===== src/rtl/aplic_msi_gen.sv =====
// aplic_msi_gen: round-robin selection of pending/enabled interrupt sources and
// conversion of the winner into an MSI write issued through a start/busy
// handshake to an AXI-lite write master feeding imsic_island_top.
//
// Ports:
//   i_clk, ni_rst            clock, synchronous active-low reset
//   i_domain_ie              global delivery enable
//   i_pending, i_enable      per-source pending level and enable (bit 0 unused)
//   i_target_hart/file/eiid  per-source MSI routing
//   o_claim                  one-hot 1-cycle claim pulse back to the gateway
//   o_wr_start               1-cycle start pulse to the write master
//   o_addr, o_data           MSI address/data, stable from start until done
//   i_wr_busy                write master has a transaction outstanding
//   o_busy                   FSM is not IDLE
//
// Optional build macro APLIC_MSI_GEN_STATS_EN adds saturating o_sent_cnt and
// o_drop_cnt counters.

module aplic_msi_gen #(
  parameter int unsigned NR_SRC                = 30,
  parameter int unsigned NR_IMSICS             = 1,
  parameter int unsigned NR_VS_FILES_PER_IMSIC = 0,
  parameter int unsigned AXI_ADDR_WIDTH        = 64,
  parameter int unsigned AXI_DATA_WIDTH        = 64,
  parameter logic [AXI_ADDR_WIDTH-1:0] IMSIC_BASE = AXI_ADDR_WIDTH'(64'h2400_0000),
  parameter int unsigned NR_INTP_FILES         = 2 + NR_VS_FILES_PER_IMSIC,
  parameter int unsigned FILE_LEN              = $clog2(NR_INTP_FILES),
  parameter int unsigned HART_LEN              = (NR_IMSICS > 1) ? $clog2(NR_IMSICS) : 1
) (
  input  logic                               i_clk,
  input  logic                               ni_rst,
  input  logic                               i_domain_ie,
  input  logic [NR_SRC-1:0]                  i_pending,
  input  logic [NR_SRC-1:0]                  i_enable,
  input  logic [NR_SRC-1:0][HART_LEN-1:0]    i_target_hart,
  input  logic [NR_SRC-1:0][FILE_LEN-1:0]    i_target_file,
  input  logic [NR_SRC-1:0][10:0]            i_target_eiid,
  output logic [NR_SRC-1:0]                  o_claim,
  output logic                               o_wr_start,
  output logic [AXI_ADDR_WIDTH-1:0]          o_addr,
  output logic [AXI_DATA_WIDTH-1:0]          o_data,
  input  logic                               i_wr_busy,
  output logic                               o_busy
`ifdef APLIC_MSI_GEN_STATS_EN
  ,
  output logic [15:0]                        o_sent_cnt,
  output logic [15:0]                        o_drop_cnt
`endif
);

  localparam int unsigned IDX_W = $clog2(NR_SRC);
  localparam int unsigned TMO_W = 4;

  typedef enum logic [1:0] {IDLE, SEL, WAIT_HI, WAIT_LO} state_e;

  state_e             state;
  logic [IDX_W-1:0]   rr_ptr;
  logic [IDX_W-1:0]   win_q;
  logic               valid_q;
  logic               claimed_q;
  logic [TMO_W-1:0]   tmo_q;

  logic [NR_SRC-1:0]         cand;
  logic                      any_cand;
  logic                      found_hi;
  logic [IDX_W-1:0]          win_hi;
  logic [IDX_W-1:0]          win_lo;
  logic [IDX_W-1:0]          win_c;
  logic [HART_LEN-1:0]       hart_c;
  logic [FILE_LEN-1:0]       file_c;
  logic [10:0]               eiid_c;
  logic                      valid_c;
  logic [AXI_ADDR_WIDTH-1:0] file_idx_c;
  logic [AXI_ADDR_WIDTH-1:0] addr_c;
  logic [AXI_DATA_WIDTH-1:0] data_c;

  // Round-robin pick: lowest candidate above the pointer, else lowest overall.
  always_comb begin
    cand     = i_pending & i_enable & {NR_SRC{i_domain_ie}};
    cand[0]  = 1'b0;
    any_cand = |cand;
    found_hi = 1'b0;
    win_hi   = '0;
    win_lo   = '0;
    for (int k = NR_SRC - 1; k >= 1; k--) begin
      if (cand[k]) begin
        win_lo = IDX_W'(k);
        if (k > int'(rr_ptr)) begin
          win_hi   = IDX_W'(k);
          found_hi = 1'b1;
        end
      end
    end
    win_c = found_hi ? win_hi : win_lo;
  end

  // MSI target decode for the current winner; one 4 KiB page per file.
  always_comb begin
    hart_c     = i_target_hart[win_c];
    file_c     = i_target_file[win_c];
    eiid_c     = i_target_eiid[win_c];
    valid_c    = (eiid_c != 11'd0) &&
                 (32'(hart_c) < NR_IMSICS) &&
                 (32'(file_c) < NR_INTP_FILES);
    file_idx_c = AXI_ADDR_WIDTH'(hart_c) * AXI_ADDR_WIDTH'(NR_INTP_FILES) +
                 AXI_ADDR_WIDTH'(file_c);
    addr_c     = IMSIC_BASE + (file_idx_c << 12);
    data_c     = AXI_DATA_WIDTH'(eiid_c);
  end

  // Control FSM with registered outputs.
  always_ff @(posedge i_clk) begin
    if (!ni_rst) begin
      state      <= IDLE;
      rr_ptr     <= '0;
      win_q      <= '0;
      valid_q    <= 1'b0;
      claimed_q  <= 1'b0;
      tmo_q      <= '0;
      o_claim    <= '0;
      o_wr_start <= 1'b0;
      o_addr     <= '0;
      o_data     <= '0;
      o_busy     <= 1'b0;
    end else begin
      o_claim    <= '0;
      o_wr_start <= 1'b0;
      case (state)
        IDLE: begin
          if (any_cand) begin
            win_q     <= win_c;
            valid_q   <= valid_c;
            o_addr    <= addr_c;
            o_data    <= data_c;
            claimed_q <= 1'b0;
            o_busy    <= 1'b1;
            state     <= SEL;
          end
        end
        SEL: begin
          // Claim only on the first SEL cycle even if the master stalls us.
          if (!claimed_q) begin
            o_claim <= NR_SRC'(1) << win_q;
            rr_ptr  <= win_q;
          end
          claimed_q <= 1'b1;
          if (!valid_q) begin
            o_busy <= 1'b0;
            state  <= IDLE;
          end else if (!i_wr_busy) begin
            o_wr_start <= 1'b1;
            tmo_q      <= '0;
            state      <= WAIT_HI;
          end
        end
        WAIT_HI: begin
          // Busy never seen within 16 cycles: assume the write completed.
          if (i_wr_busy) begin
            state <= WAIT_LO;
          end else if (tmo_q == {TMO_W{1'b1}}) begin
            o_busy <= 1'b0;
            state  <= IDLE;
          end else begin
            tmo_q <= tmo_q + TMO_W'(1);
          end
        end
        WAIT_LO: begin
          if (!i_wr_busy) begin
            o_busy <= 1'b0;
            state  <= IDLE;
          end
        end
        default: begin
          o_busy <= 1'b0;
          state  <= IDLE;
        end
      endcase
    end
  end

`ifdef APLIC_MSI_GEN_STATS_EN
  // Saturating sent/dropped counters, updated alongside start and drop claims.
  always_ff @(posedge i_clk) begin
    if (!ni_rst) begin
      o_sent_cnt <= '0;
      o_drop_cnt <= '0;
    end else if (state == SEL) begin
      if (valid_q && !i_wr_busy && (o_sent_cnt != 16'hFFFF))
        o_sent_cnt <= o_sent_cnt + 16'd1;
      if (!valid_q && (o_drop_cnt != 16'hFFFF))
        o_drop_cnt <= o_drop_cnt + 16'd1;
    end
  end
`endif

endmodule


===== config.mk =====
export PLATFORM = sky130hd
export DESIGN_NAME = aplic_msi_gen
export DESIGN_NICKNAME = d
export VERILOG_FILES = /design/src/rtl/aplic_msi_gen.sv
export SDC_FILE = /design/constraint.sdc
export NUM_CORES = 1
export LEC_CHECK = 0
export ABC_AREA = 1
export BUFFER_PORTS_ARGS = -buffer_cell sky130_fd_sc_hd__buf_4
export CAP_MARGIN = 10
export CORE_AREA = 3 3 236 238
export CTS_CLUSTER_DIAMETER = 120
export CTS_CLUSTER_SIZE = 30
export DETAILED_ROUTE_END_ITERATION = 8
export DIE_AREA = 0 0 239 241
export PLACE_DENSITY = 0.38
export SLEW_MARGIN = 20
export SYNTH_ARGS = -nofsm -noshare
export SYNTH_HDL_FRONTEND = slang
export SYNTH_SLANG_ARGS = --single-unit

===== constraint.sdc =====
create_clock -name i_clk -period 3.6 [get_ports i_clk]
set_input_delay 0.36 -clock i_clk [delete_from_list [all_inputs] [get_ports i_clk]]
set_output_delay 0.36 -clock i_clk [all_outputs]
set_load 0.01 [all_outputs]

==> flow_metrics.env <==
export IMPL_run_status="finished with violations"
export IMPL_violations="negative setup slack"
export IMPL_clkSinkCount=64
export IMPL_cts_made_buffers=9
export IMPL_multi_input_comb_area_um2=6490
export IMPL_timing_clock_skew_ps=8.75
export IMPL_cts_reportedPaths_clkPinSlew_ps=60
export IMPL_gp_congestion=0.889
export IMPL_setup_worst_path_end_class="flop"
export IMPL_post_synth_inst_count=1629
export IMPL_layout_nets=2697
export IMPL_floorplan_initialDensity_pct=16.5
export IMPL_core_footprint_um2=53800
export IMPL_setup_viol=14
export IMPL_clockRootBuffer="sky130_fd_sc_hd__clkbuf_16"
export IMPL_worst_setup_path_type="reg -> reg"
export IMPL_final_min_period_over_clock_period_pct=107
export IMPL_drc_violations_left=0
export IMPL_drv_max_cap_violation_count=0
export IMPL_layout_min_cycle_time_ps=3850
export IMPL_post_synth_top_area_cell="sky130_fd_sc_hd__nand2_1"
export IMPL_post_synth_instance_area_um2=8860
export IMPL_drive_above_1_share_pct=38.7
export IMPL_cts_path_max_buffers=2
export IMPL_first_global_vias=12922
export IMPL_slowest_stage="sky130_fd_sc_hd__dfxtp_4"
export IMPL_route_final_wire_length_um=56700
export IMPL_synth_edff_count=0
export IMPL_rsz0062_at_grt="yes"
export IMPL_total_of_flip_flops_plus_latches_after_synthesis=64
export IMPL_vdd_drop_max_mv=0.268
export IMPL_ys_warnings_count=0
export IMPL_largest_net_degree_at_the_start_of_global_routing=33
export IMPL_post_synth_num_cell_types=44
export IMPL_fillers=6131
export IMPL_postRouteAntennaNets=0
export IMPL_synth_avg_cell_area_um2=5.44
export IMPL_clock_insertion_delay_worst_skew_ps=330
export IMPL_via_count=12801
export IMPL_ys_async_sr_fraction_pct=0
export IMPL_track_usage_pct=18.5
export IMPL_detail_route_wl_per_cell_um=19.3
export IMPL_avgViaCountPerCell=4.35
export IMPL_syn_to_final_growth_pct=76.3
export IMPL_cp_arrival_ps=4120
export IMPL_post_synth_top_count_cell="sky130_fd_sc_hd__nand2_1"
export IMPL_hpwlAfterDp_um=47300
export IMPL_holdCritPathClass="in -> reg"
export IMPL_post_route_worst_setup_slack_ps=-246
export IMPL_start_kind="flop"
export IMPL_antenna_violations_before_repair=3
export IMPL_totalPowerFinal_mw=10.1
export IMPL_netlist_top_cells_count="sky130_fd_sc_hd__nand2_1 (438), sky130_fd_sc_hd__nand3_1 (323), sky130_fd_sc_hd__inv_1 (188)"
export IMPL_std_cell_rows=85
export IMPL_max_stage_delay_ps=370
export IMPL_grt_ovfl_total=0
export IMPL_sequential_to_total_area_share_from_yosys_stat_pct=14.5
export IMPL_die_area_um2=57600
export IMPL_area_of_all_sequential_standard_cells_um2=1300
export IMPL_detailedRoute_firstIterationViolations=702
export IMPL_tritoncts="done"
export IMPL_grt_pass1_wl_um=80700
export IMPL_timing_critical_path_fanout_max=8
export IMPL_drt_pass1_iter_count=7
export IMPL_power_leakage_nw=8.33
export IMPL_synth_top_cell_area_share_pct=18.5
export IMPL_tightest_slew_ps=651
export IMPL_ioPinCount=614
export IMPL_worst_slew_margin_rel_pct=56.6
export IMPL_fin_hold_ws_ps=409
export IMPL_die_x_um=239
export IMPL_timing_fmax_ghz=0.260
export IMPL_power_per_cell_area_nw_per_um2=646
export IMPL_placement_io_buffers=498
export IMPL_worst_endpoint_required_ps=3870
export IMPL_post_synth_main_area_contributors="sky130_fd_sc_hd__nand2_1 (19%), sky130_fd_sc_hd__nand3_1 (18%), sky130_fd_sc_hd__dfxtp_1 (14%)"
export IMPL_htree_levels=3
export IMPL_slew_viol_final=0
export IMPL_critPathMostFrequentCell="sky130_fd_sc_hd__nand2_1"
export IMPL_ctsHoldBuffers=0
export IMPL_hold_violations=0
export IMPL_synth_flop_cell="sky130_fd_sc_hd__dfxtp_1"
export IMPL_die_height_um=241
[kinds of logic (layout without fill, tap and decap cells)]
group / Yosys count / after routing / synth area share (%)
AO/OA/AOI/OAI: 151 / 151 / 9.80
AND/OR/NAND/NOR: 1003 / 1003 / 51.5
other: 1 / 114 / 0.0423
flip-flops: 64 / 64 / 14.5
buffers and inverters: 409 / 915 / 24.1
adder cells (fa/ha/maj): 1 / 1 / 0.141
[worst max-delay path: cells and delay by family (launching register included)]
family	cells	cell delay, ps
AO/OA/AOI/OAI	1	80
buffers and inverters	7	830
flip-flops	1	370
AND/OR/NAND/NOR	38	2530
[timing repair]
item,4_1_cts,5_1_grt
pin swaps,38,50
setup endpoints to repair,14,14
gates resized for setup,138,80
cloned,5,3
setup buffers,17,10
[layout make-up]
class,instances,share of cell area [%]
multi-input cells,1268,41.5
flip-flops and latches,64,8.30
well taps,696,5.57
inverters,197,4.83
diodes,1,0.0160
clock inverters,7,0.657
repair buffers,702,37.7
clock buffers,9,1.44
[power breakdown]
part	switching, mW	leakage [nW]	internal, mW	total, mW
Combinational	4.67	7.65	3.49	8.16
Clock	0.343	0.157	0.614	0.957
Sequential	0.129	0.526	0.854	0.983
[layout by cell type, fill, tap and decap left out, types with 5 or more instances in the layout]
cell type,netlist,layout
sky130_fd_sc_hd__nand3b_1,81,81
sky130_fd_sc_hd__nand4_1,6,6
sky130_fd_sc_hd__buf_16,0,7
sky130_fd_sc_hd__a21oi_1,34,30
sky130_fd_sc_hd__nand2_1,438,386
sky130_fd_sc_hd__o21ai_0,50,41
sky130_fd_sc_hd__nor3_1,17,15
sky130_fd_sc_hd__inv_2,6,5
sky130_fd_sc_hd__a31oi_1,7,7
sky130_fd_sc_hd__nand2_2,2,44
sky130_fd_sc_hd__nand2_4,1,10
sky130_fd_sc_hd__o21ai_1,20,24
sky130_fd_sc_hd__clkbuf_16,0,12
sky130_fd_sc_hd__inv_1,188,185
sky130_fd_sc_hd__nor2_1,120,112
sky130_fd_sc_hd__buf_4,125,643
sky130_fd_sc_hd__o211ai_1,19,19
sky130_fd_sc_hd__nand3_1,323,271
sky130_fd_sc_hd__buf_6,12,21
sky130_fd_sc_hd__dfxtp_1,64,59
sky130_fd_sc_hd__nor2_4,0,7
sky130_fd_sc_hd__conb_1,1,113
sky130_fd_sc_hd__buf_12,0,23
sky130_fd_sc_hd__nand3_2,2,51
[final timing paths]
check	to	cells after the start	slack, ps	startpoint
max	o_data[7]$_SDFFE_PN0P_	46	-250	rr_ptr[0]$_SDFFE_PN0P_
min reg2reg	claimed_q$_SDFFE_PN0P_	2	460	claimed_q$_SDFFE_PN0P_
max reg2reg	o_data[7]$_SDFFE_PN0P_	46	-250	rr_ptr[0]$_SDFFE_PN0P_
min	state[0]$_SDFFE_PN0P_	3	410	i_wr_busy
[per-stage QoR]
| stage | util [%] | setup TNS (ps) | std cells | setup WS [ps] | area [µm²] |
|---|---|---|---|---|---|
| 4_1_cts | 28.2 | -2060 | 2931 | -237 | 15200 |
| 6_report | 29.0 | -2610 | 2944 | -246 | 15600 |
| 2_1_floorplan | - | 0 | 1741 | 367 | 9290 |
| 3_5_place_dp | 26.1 | -6280 | 2893 | -751 | 14100 |
| 5_1_grt | 29.0 | -8300 | 2944 | -641 | 15600 |
| 3_3_place_gp | 26.1 | -7270 | 2893 | -761 | 14100 |
[per-layer routing]
| layer | global-route usage, % | vias to the layer above | part of all wire [%] |
|---|---|---|---|
| met3 | 2.83 | 25 | 5.5 |
| met5 | 0 | - | 0.035 |
| met4 | 2.11 | 2 | 0.96 |
| met1 | 23.4 | 6039 | 43 |
| li1 | - | 6281 | - |
| met2 | 34.0 | 454 | 51 |
[registers in the layout, indices dropped and copies added, names as in the netlist]
name,cells
claimed_q,1
o_addr,3
o_busy,1
o_claim,30
o_data,11
o_wr_start,1
rr_ptr,5
state,2
tmo_q,4
valid_q,1
win_q,5
Note: power is estimated with default switching activity, not from simulation.
